## src/rtl/mips_muldiv_unit.sv

```systemverilog
// Iterative MIPS HI/LO multiply/divide unit: shift-add multiply, restoring divide, MTHI/MTLO writes.
// Latency WIDTH+1 cycles from accepted start to done; start and MT writes are ignored while busy.
module mips_muldiv_unit #(
    parameter int WIDTH = 32
) (
    input  logic             CLK,
    input  logic             RESET,
    input  logic             start,
    input  logic [1:0]       op,
    input  logic [WIDTH-1:0] A,
    input  logic [WIDTH-1:0] B,
    input  logic             hi_we,
    input  logic             lo_we,
    input  logic [WIDTH-1:0] WriteData,
    output logic             busy,
    output logic             done,
    output logic             div_by_zero,
    output logic [WIDTH-1:0] HI,
    output logic [WIDTH-1:0] LO
);
    localparam int CW = (WIDTH > 1) ? $clog2(WIDTH) : 1;

    typedef enum logic [1:0] {S_IDLE, S_RUN, S_FINISH} state_t;

    state_t             r_state, w_next;
    logic [1:0]         r_op;
    logic [WIDTH-1:0]   r_a, r_b;
    logic [2*WIDTH-1:0] r_acc;
    logic [CW-1:0]      r_cnt;
    logic               r_neg_q, r_neg_r, r_bz;
    logic [WIDTH-1:0]   r_hi, r_lo;
    logic               r_done, r_dz;

    logic               w_accept, w_last;
    logic               w_a_neg, w_b_neg;
    logic [WIDTH-1:0]   w_abs_a, w_abs_b;
    logic [WIDTH:0]     w_madd, w_rsh, w_diff;
    logic [2*WIDTH-1:0] w_mul_next, w_div_next, w_prod;
    logic [WIDTH-1:0]   w_quo, w_rem;

    assign w_accept = (r_state == S_IDLE) && start;
    assign w_last   = (r_cnt == CW'(WIDTH - 1));

    // Signed ops run on magnitudes; signs are reapplied at FINISH.
    assign w_a_neg = op[0] & A[WIDTH-1];
    assign w_b_neg = op[0] & B[WIDTH-1];
    assign w_abs_a = w_a_neg ? -A : A;
    assign w_abs_b = w_b_neg ? -B : B;

    // Multiply: acc = {partial product, remaining multiplier bits}.
    assign w_madd     = {1'b0, r_acc[2*WIDTH-1:WIDTH]} + (r_acc[0] ? {1'b0, r_a} : {(WIDTH+1){1'b0}});
    assign w_mul_next = {w_madd, r_acc[WIDTH-1:1]};

    // Divide: acc = {partial remainder, dividend bits shifting out / quotient bits shifting in}.
    assign w_rsh      = r_acc[2*WIDTH-1:WIDTH-1];
    assign w_diff     = w_rsh - {1'b0, r_b};
    assign w_div_next = w_diff[WIDTH] ? {w_rsh[WIDTH-1:0], r_acc[WIDTH-2:0], 1'b0}
                                      : {w_diff[WIDTH-1:0], r_acc[WIDTH-2:0], 1'b1};

    assign w_prod = r_neg_q ? -r_acc : r_acc;
    assign w_quo  = r_neg_q ? -r_acc[WIDTH-1:0] : r_acc[WIDTH-1:0];
    assign w_rem  = r_neg_r ? -r_acc[2*WIDTH-1:WIDTH] : r_acc[2*WIDTH-1:WIDTH];

    always_ff @(posedge CLK) begin
        if (RESET) r_state <= S_IDLE;
        else       r_state <= w_next;
    end

    always_comb begin
        w_next = r_state;
        case (r_state)
            S_IDLE:   if (start)  w_next = S_RUN;
            S_RUN:    if (w_last) w_next = S_FINISH;
            S_FINISH: w_next = S_IDLE;
            default:  w_next = S_IDLE;
        endcase
    end

    always_ff @(posedge CLK) begin
        if (RESET) begin
            r_op    <= 2'b00;
            r_a     <= '0;
            r_b     <= '0;
            r_acc   <= '0;
            r_cnt   <= '0;
            r_neg_q <= 1'b0;
            r_neg_r <= 1'b0;
            r_bz    <= 1'b0;
            r_hi    <= '0;
            r_lo    <= '0;
            r_done  <= 1'b0;
            r_dz    <= 1'b0;
        end else begin
            r_done <= 1'b0;
            case (r_state)
                S_IDLE: begin
                    if (hi_we) r_hi <= WriteData;
                    if (lo_we) r_lo <= WriteData;
                    if (w_accept) begin
                        r_op    <= op;
                        // Divide keeps raw A for the divide-by-zero HI value.
                        r_a     <= op[1] ? A : w_abs_a;
                        r_b     <= w_abs_b;
                        r_acc   <= op[1] ? {{WIDTH{1'b0}}, w_abs_a} : {{WIDTH{1'b0}}, w_abs_b};
                        r_cnt   <= '0;
                        r_dz    <= 1'b0;
                        r_bz    <= (B == '0);
                        r_neg_q <= w_a_neg ^ w_b_neg;
                        r_neg_r <= w_a_neg;
                    end
                end
                S_RUN: begin
                    r_acc <= r_op[1] ? w_div_next : w_mul_next;
                    r_cnt <= r_cnt + 1'b1;
                end
                S_FINISH: begin
                    r_done <= 1'b1;
                    if (!r_op[1]) begin
                        r_hi <= w_prod[2*WIDTH-1:WIDTH];
                        r_lo <= w_prod[WIDTH-1:0];
                    end else if (r_bz) begin
                        r_hi <= r_a;
                        r_lo <= '1;
                        r_dz <= 1'b1;
                    end else begin
                        r_hi <= w_rem;
                        r_lo <= w_quo;
                    end
                end
                default: ;
            endcase
        end
    end

    assign busy        = (r_state != S_IDLE);
    assign done        = r_done;
    assign div_by_zero = r_dz;
    assign HI          = r_hi;
    assign LO          = r_lo;
endmodule

```

## config.mk

```make
export PLATFORM = sky130hd
export DESIGN_NAME = mips_muldiv_unit
export DESIGN_NICKNAME = d
export VERILOG_FILES = /design/src/rtl/mips_muldiv_unit.sv
export SDC_FILE = /design/constraint.sdc
export NUM_CORES = 1
export LEC_CHECK = 0
export CORE_MARGIN = 1
export CORE_UTILIZATION = 33
export DETAILED_ROUTE_END_ITERATION = 6
export PLACE_DENSITY_LB_ADDON = 0.2
export SYNTH_ARGS = -nofsm -noshare
export SYNTH_HDL_FRONTEND = slang
export SYNTH_SLANG_ARGS = --single-unit
export TNS_END_PERCENT = 50
```

## constraint.sdc

```tcl
create_clock -name CLK -period 3.1 [get_ports CLK]
set_input_delay 0.62 -clock CLK [delete_from_list [all_inputs] [get_ports CLK]]
set_output_delay 0.62 -clock CLK [all_outputs]
set_load 0.05 [all_outputs]
```

==> out/qor.yml <==
drc: 0
coreArea_mm2: 0.0492
drtIter0Drc: 1663
synth_common_cells: "260 x nor2_1, 245 x nand2_1, 205 x dfxtp_1"
seqPwrFrac_pct: 32.4
power.share.clock_pct: 32.0
cp-start-kind: "flop"
placed_area_mm2: 0.0214
overflow: 0
rsz0062_at_grt: "yes"
wl_per_cell_um: 22.7
clk_latency_ns: 0.56
synth_seq_area_share_pct: 24.9
cp_num_buf_inv: 4
fin_area_mm2: 0.0229
async_flop_share_pct: 0
power_switching_mw: 3.38
layout-drive-gt1-share_pct: 21.6
finalSetupTns_ns: -0.250
critical_path_arrival_ns: 3.63
fin_skew_ns: 0.0261
start_util_pct: 33.5
period_needed_ns: 3.17
grt_pass1_vias: 17800
end_kind: "flop"
crit_fanout: 7
postCtsHoldBufs: 0
syn-cell-area_mm2: 0.0165
power.total_mw: 9.34
cp_slowest_cell: "dfxtp_4"
synthToLayoutAreaGrowth_pct: 39.0
critical_path_depth: 17
final-setup-viol-count: 8
fin_ws_ns: -0.0736
cts-root-buf: "clkbuf_16"
p_leak_nw: 9.29
synth_cell_type_count: 85
htree_levels: 1
yosysWarnings: 0
tightest_slew_ns: 0.811
comb_power_share_pct: 35.7
reg2reg_depth: 17
critical_path.cell_chain: "buf_12 > buf_6 > and2_4 > ha_4 > nand4_1 > or3_1 > a211oi_2 > buf_4 > o31ai_4 > o21ai_2 > nand2_1 > o22ai_2 > buf_4 > a31oi_4 > xnor2_1 > nand2_1 > o211ai_1"
port_buffers: 169
synthCells: 2222
syn_avg_cell_area_um2: 7.42
place_ws_ns: -0.345
yosys.area.top_type: "dfxtp_1"
gp_congestion: 0.986
ant_nets: 0
synthFlopType: "dfxtp_1"
die-width_um: 226
peakVddDrop_mv: 0.358
slowest_delay_ns: 0.38
cts_buffer_depth: 3
firstDrtPassIters: 5
finalNetCount: 2836
grt_usage_pct: 29.1
synth_top_area_share_pct: 24.9
clk_pin_slew_worst_paths_ns: 0.07
grt_first_pass_wirelength_um: 111000
io_pins: 170
vias_per_cell: 5.59
utilization_pct: 46.6
hpwl_um: 60800
hold_violations: 0
violations: "negative setup slack"
die-area_mm2: 0.0509
grt_max_degree: 92
synth-edff-count: 0
outcome: "finished with violations"
synth_most_common_cell: "nor2_1"
drv_slew: 0
switching_share_pct: 36.2
hold_class: "in -> reg"
synth.area.top_cells: "dfxtp_1 25%, xnor2_1 6.1%, nor2_1 5.9%"
slew_headroom_pct: 45.9
synth_seq_cells: 205
maxCapViolations: 0
min_path_cells: 2
antenna_found_initial: 4
wirelength_um: 76000
intPower_mw: 5.96
path_delay_family: "compound AO/OA/AOI/OAI gates"
worstPathRequired_ns: 3.56
cts_buffers: 25
rows: 81
fp.dieH_um: 226
fmax_mhz: 315
syn-num-nets: 2397
p_per_area_mw_per_mm2: 408
via_count: 18700
period_share_pct: 102
tritoncts: "done"
clock-sinks: 205
crit_type: "reg -> reg"
## what timing repair did
action | in CTS | in global routing
pin swaps | 28 | 25
setup buffers | 9 | 9
resized for setup | 48 | 91
cloned | 0 | 2
endpoints found under the setup margin | 34 | 47
## kinds of logic after synthesis
| logic type | after synthesis | synth area share, % |
|---|---|---|
| adders and majority gates | 72 | 5.56 |
| muxes | 64 | 3.91 |
| xor gates and xnor gates | 185 | 9.94 |
| AOI/OAI and AO/OA | 710 | 28.5 |
| buffers and inverters | 218 | 5.37 |
| and+or+nand+nor | 768 | 21.9 |
| DFF | 205 | 24.9 |
## registers in the layout, indices dropped and copies added (netlist names)
register	flops
LO	32
r_neg_q	1
r_cnt	5
done	1
div_by_zero	1
r_neg_r	1
r_state	2
r_acc	64
r_a	32
HI	32
r_bz	1
r_op	1
r_b	32
## power groups by stage
stage	Clock (mW)	Sequential (mW)	Combinational, mW
after floorplan	0	3.24	1.50
after global placement	0	3.07	3.10
after detailed placement	0	3.07	3.11
after CTS	3.02	3.01	3.18
after global routing	3.12	3.03	3.55
final	2.99	3.02	3.33
## per-layer routing
metal	part of all wire [%]	track usage, %	vias to the layer above
met5	0.055	0	-
met4	3.6	9.92	6
met3	6.9	4.07	128
met2	45	46.6	638
met1	44	39.7	8968
li1	-	-	8921
## cell usage in the layout (no fill, tap or decap), drive strengths merged, types with 25 or more instances in the layout
master,Yosys,routed
or3,34,34
xnor2,116,116
and2,49,49
a21o,31,31
clkdlybuf4s50,0,167
inv,63,64
o21ai,189,189
buf,29,398
mux2i,61,61
nor3,38,38
a22oi,25,25
clkbuf,126,38
nor2,260,260
xor2,69,69
nand3,28,28
a211oi,106,106
ha,70,70
dfxtp,205,205
nand2,245,245
a21oi,146,146
a311oi,63,63
## worst paths after layout
check	slack [ns]	startpoint	end
hold / removal	0.42	RESET	r_acc[0]
hold reg to reg	0.46	HI[13]	HI[13]
setup / recovery	-0.07	r_acc[0]	r_acc[56]
setup reg to reg	-0.07	r_acc[0]	r_acc[56]
## cell type report
class	instances	area (um2)
Inverter	63	236
Clock buffer	36	707
Multi-Input combinational cell	1799	12000
Timing Repair Buffer	567	4880
Sequential cell	205	4120
Fill cell	4950	26200
Tap cell	664	831
Clock inverter	6	90.1
Antenna cell	1	2.50
## through the flow
stage / instances / hold WS [ns]
2_1_floorplan: 2222 / 0.429
3_3_place_gp: 3279 / 0.446
3_5_place_dp: 3279 / 0.453
4_1_cts: 3329 / 0.413
5_1_grt: 3340 / 0.440
6_report: 3341 / 0.418
Power figures use the tool's default switching activity.
==> patch: new RTL, config.mk and constraints unchanged <==
Reset style: asynchronous (`RESET`), changed in 2 clocked blocks.
--- a/src/rtl/mips_muldiv_unit.sv
+++ b/src/rtl/mips_muldiv_unit.sv
@@ -61,7 +61,7 @@
     assign w_quo  = r_neg_q ? -r_acc[WIDTH-1:0] : r_acc[WIDTH-1:0];
     assign w_rem  = r_neg_r ? -r_acc[2*WIDTH-1:WIDTH] : r_acc[2*WIDTH-1:WIDTH];
 
-    always_ff @(posedge CLK) begin
+    always_ff @(posedge CLK or posedge RESET) begin
         if (RESET) r_state <= S_IDLE;
         else       r_state <= w_next;
     end
@@ -76,7 +76,7 @@
         endcase
     end
 
-    always_ff @(posedge CLK) begin
+    always_ff @(posedge CLK or posedge RESET) begin
         if (RESET) begin
             r_op    <= 2'b00;
             r_a     <= '0;
Function: differs if RESET is asserted again (counterexample within 4 cycles, from zero or initial values and one cycle with RESET high); with RESET held inactive, the same outputs for 4 cycles.
==> patch against the original RTL <==
Global-route usage is 1.7 points lower; critical path depth is 8 lower; sequential cell count stayed put; synthesized area is 1.1% higher; final area is 5.0% higher; fmax is 4.7% lower; first-iteration DRC count is 5.4% lower; cell count is 1.3% lower; setup slack worse by 160 ps; the flow finishes with violations (DRC, setup timing); routed wire length is 5.7% lower; die area is 1.0% higher; via count is 3.4% lower.
Power is left out: it rests on default switching activity, and per cell area and clock period it moved more than threefold.
==> patch: results (changes against the original RTL) <==
violated checks=DRC, setup timing; mux cell area share after synthesis=0.04033 (+0.001244); WL met3=4413 microns (-15%); Final Non-Filler Cells=3299 (-1.3%); Synth Area in XOR/XNOR=0.1135 (+0.01413); worst reg2reg startpoint=r_acc[12]$_DFFE_PP0P_; worst setup margin=-229.6 ps (-155.9 ps); WL met2=32450 microns (-5.2%); outcome=finished with violations; Worst Clk Skew=22.99 ps (-3.155 ps); met2 usage=0.4264 (-0.03969); Post-Syn Instances=2111 (-5.0%); antenna violations before repair=0 (-4); Post-Syn Nets=2286 (-4.6%); Hold Path Class=primary input to asynchronous set/reset pin; Worst setup endpoint=HI[27]$_DFFE_PP0P_; NumNets Final=2793 (-1.5%); Hold WS=435.8 ps (+17.57 ps); Worst Path Arrival=3790 ps (+160 ps); Yosys cell types=65 (-24%); first-pass GRT wire length=105600 microns (-5.2%); Placed Cells=3227 (-1.6%); Largest register FFs=64 (unchanged); CTS buffer count=26 (+4.0%); commonest cells in the netlist=272 x o21ai_0, 267 x nand2_1, 205 x dfrtp_1, 152 x nor2_1, 128 x a21oi_1; post-place setup slack=-675.9 ps (-330.4 ps); pin count of the biggest net entering global routing=63 (-32%); final setup fails=31 (+23); setup TNS=-2134 ps (-1884 ps); FF-to-FF path depth=9 (-8); routability cong.=0.9699 (-1.7%); area after detailed placement=22010 sq um (+2.8%); Slew HR=0.2527 (-0.2059); Synth top area share=0.3079 (+0.05898); YS warnings=0 (unchanged); Total Wirelength=71680 microns (-5.7%); Synth Area in Adders=0.05497 (-0.0005799); GRT Total Usage=0.2733 (-0.01733); Async SR Flop Fraction=1.000 (+1.000); Metal-1 WL=32600 microns (-3.5%); detailed-route DRC error count=1 (+1); vias in the first global route=17298 (-3.0%); routed vias/inst=5.466 (-2.1%); top sig layer=met4; clk root buf=clkbuf_16; commonest register cell after synthesis=dfrtp_1; initial drt markers=1573 (-5.4%); area of the multi-input gates=11660 sq um (-3.2%); Diodes inserted=0 (-1); worst-path maximum fanout=4 (-3); post-synthesis compound-gate area fraction=0.2586 (-0.02610); top post-synthesis cells by area=dfrtp_1 31%, o21ai_0 8.2%, xnor2_1 6.6%; First-pass DRT Iterations=7 (+2); sequential-to-total area share from yosys stat=0.3079 (+0.05898); layout cell share with drive strength beyond 1=0.2478 (+0.03182); FILL cells=4818 (-2.7%); post-detail-place hpwl=56560 microns (-6.9%); met1 Use GR=0.3906 (-0.006111); met3 usage=0.03162 (-0.009059)
-- patch: cells by family (layout without fill, tap and decap cells) --
logic type                 Yosys count  count (layout)
xor gates and xnor gates           216             216
AOI/OAI and AO/OA                  704             704
DFF                                205             205
muxes                               67              67
adders and majority gates           72              72
and+or+nand+nor                    635             635
buffers and inverters              212             736
-- patch: area by class of cell --
class / instances / share of cell area
Clock buffer: 35 / 0.03093
Clock inverter: 10 / 0.004886
Inverter: 72 / 0.01159
Multi-Input combinational cell: 1694 / 0.4843
Sequential cell: 205 / 0.2134
Tap cell: 664 / 0.03452
Timing Repair Buffer: 619 / 0.2204
-- patch: worst max-delay path, cell delays in order, from the launching register on --
cell and delay, ps:
dfrtp_1 370, or4_4 540, or4b_4 580, or4_4 480, nand2b_4 180, or4_4 410
a21oi_2 150, mux2i_1 250, a2111oi_2 90, a21o_1 180
-- patch: repair_timing --
action / CTS / global route
endpoints found under the setup margin: 60 / 77
resized for setup: 96 / 143
buffers inserted: 16 / 13
pin swaps: 42 / 65
gates cloned: 1 / 2
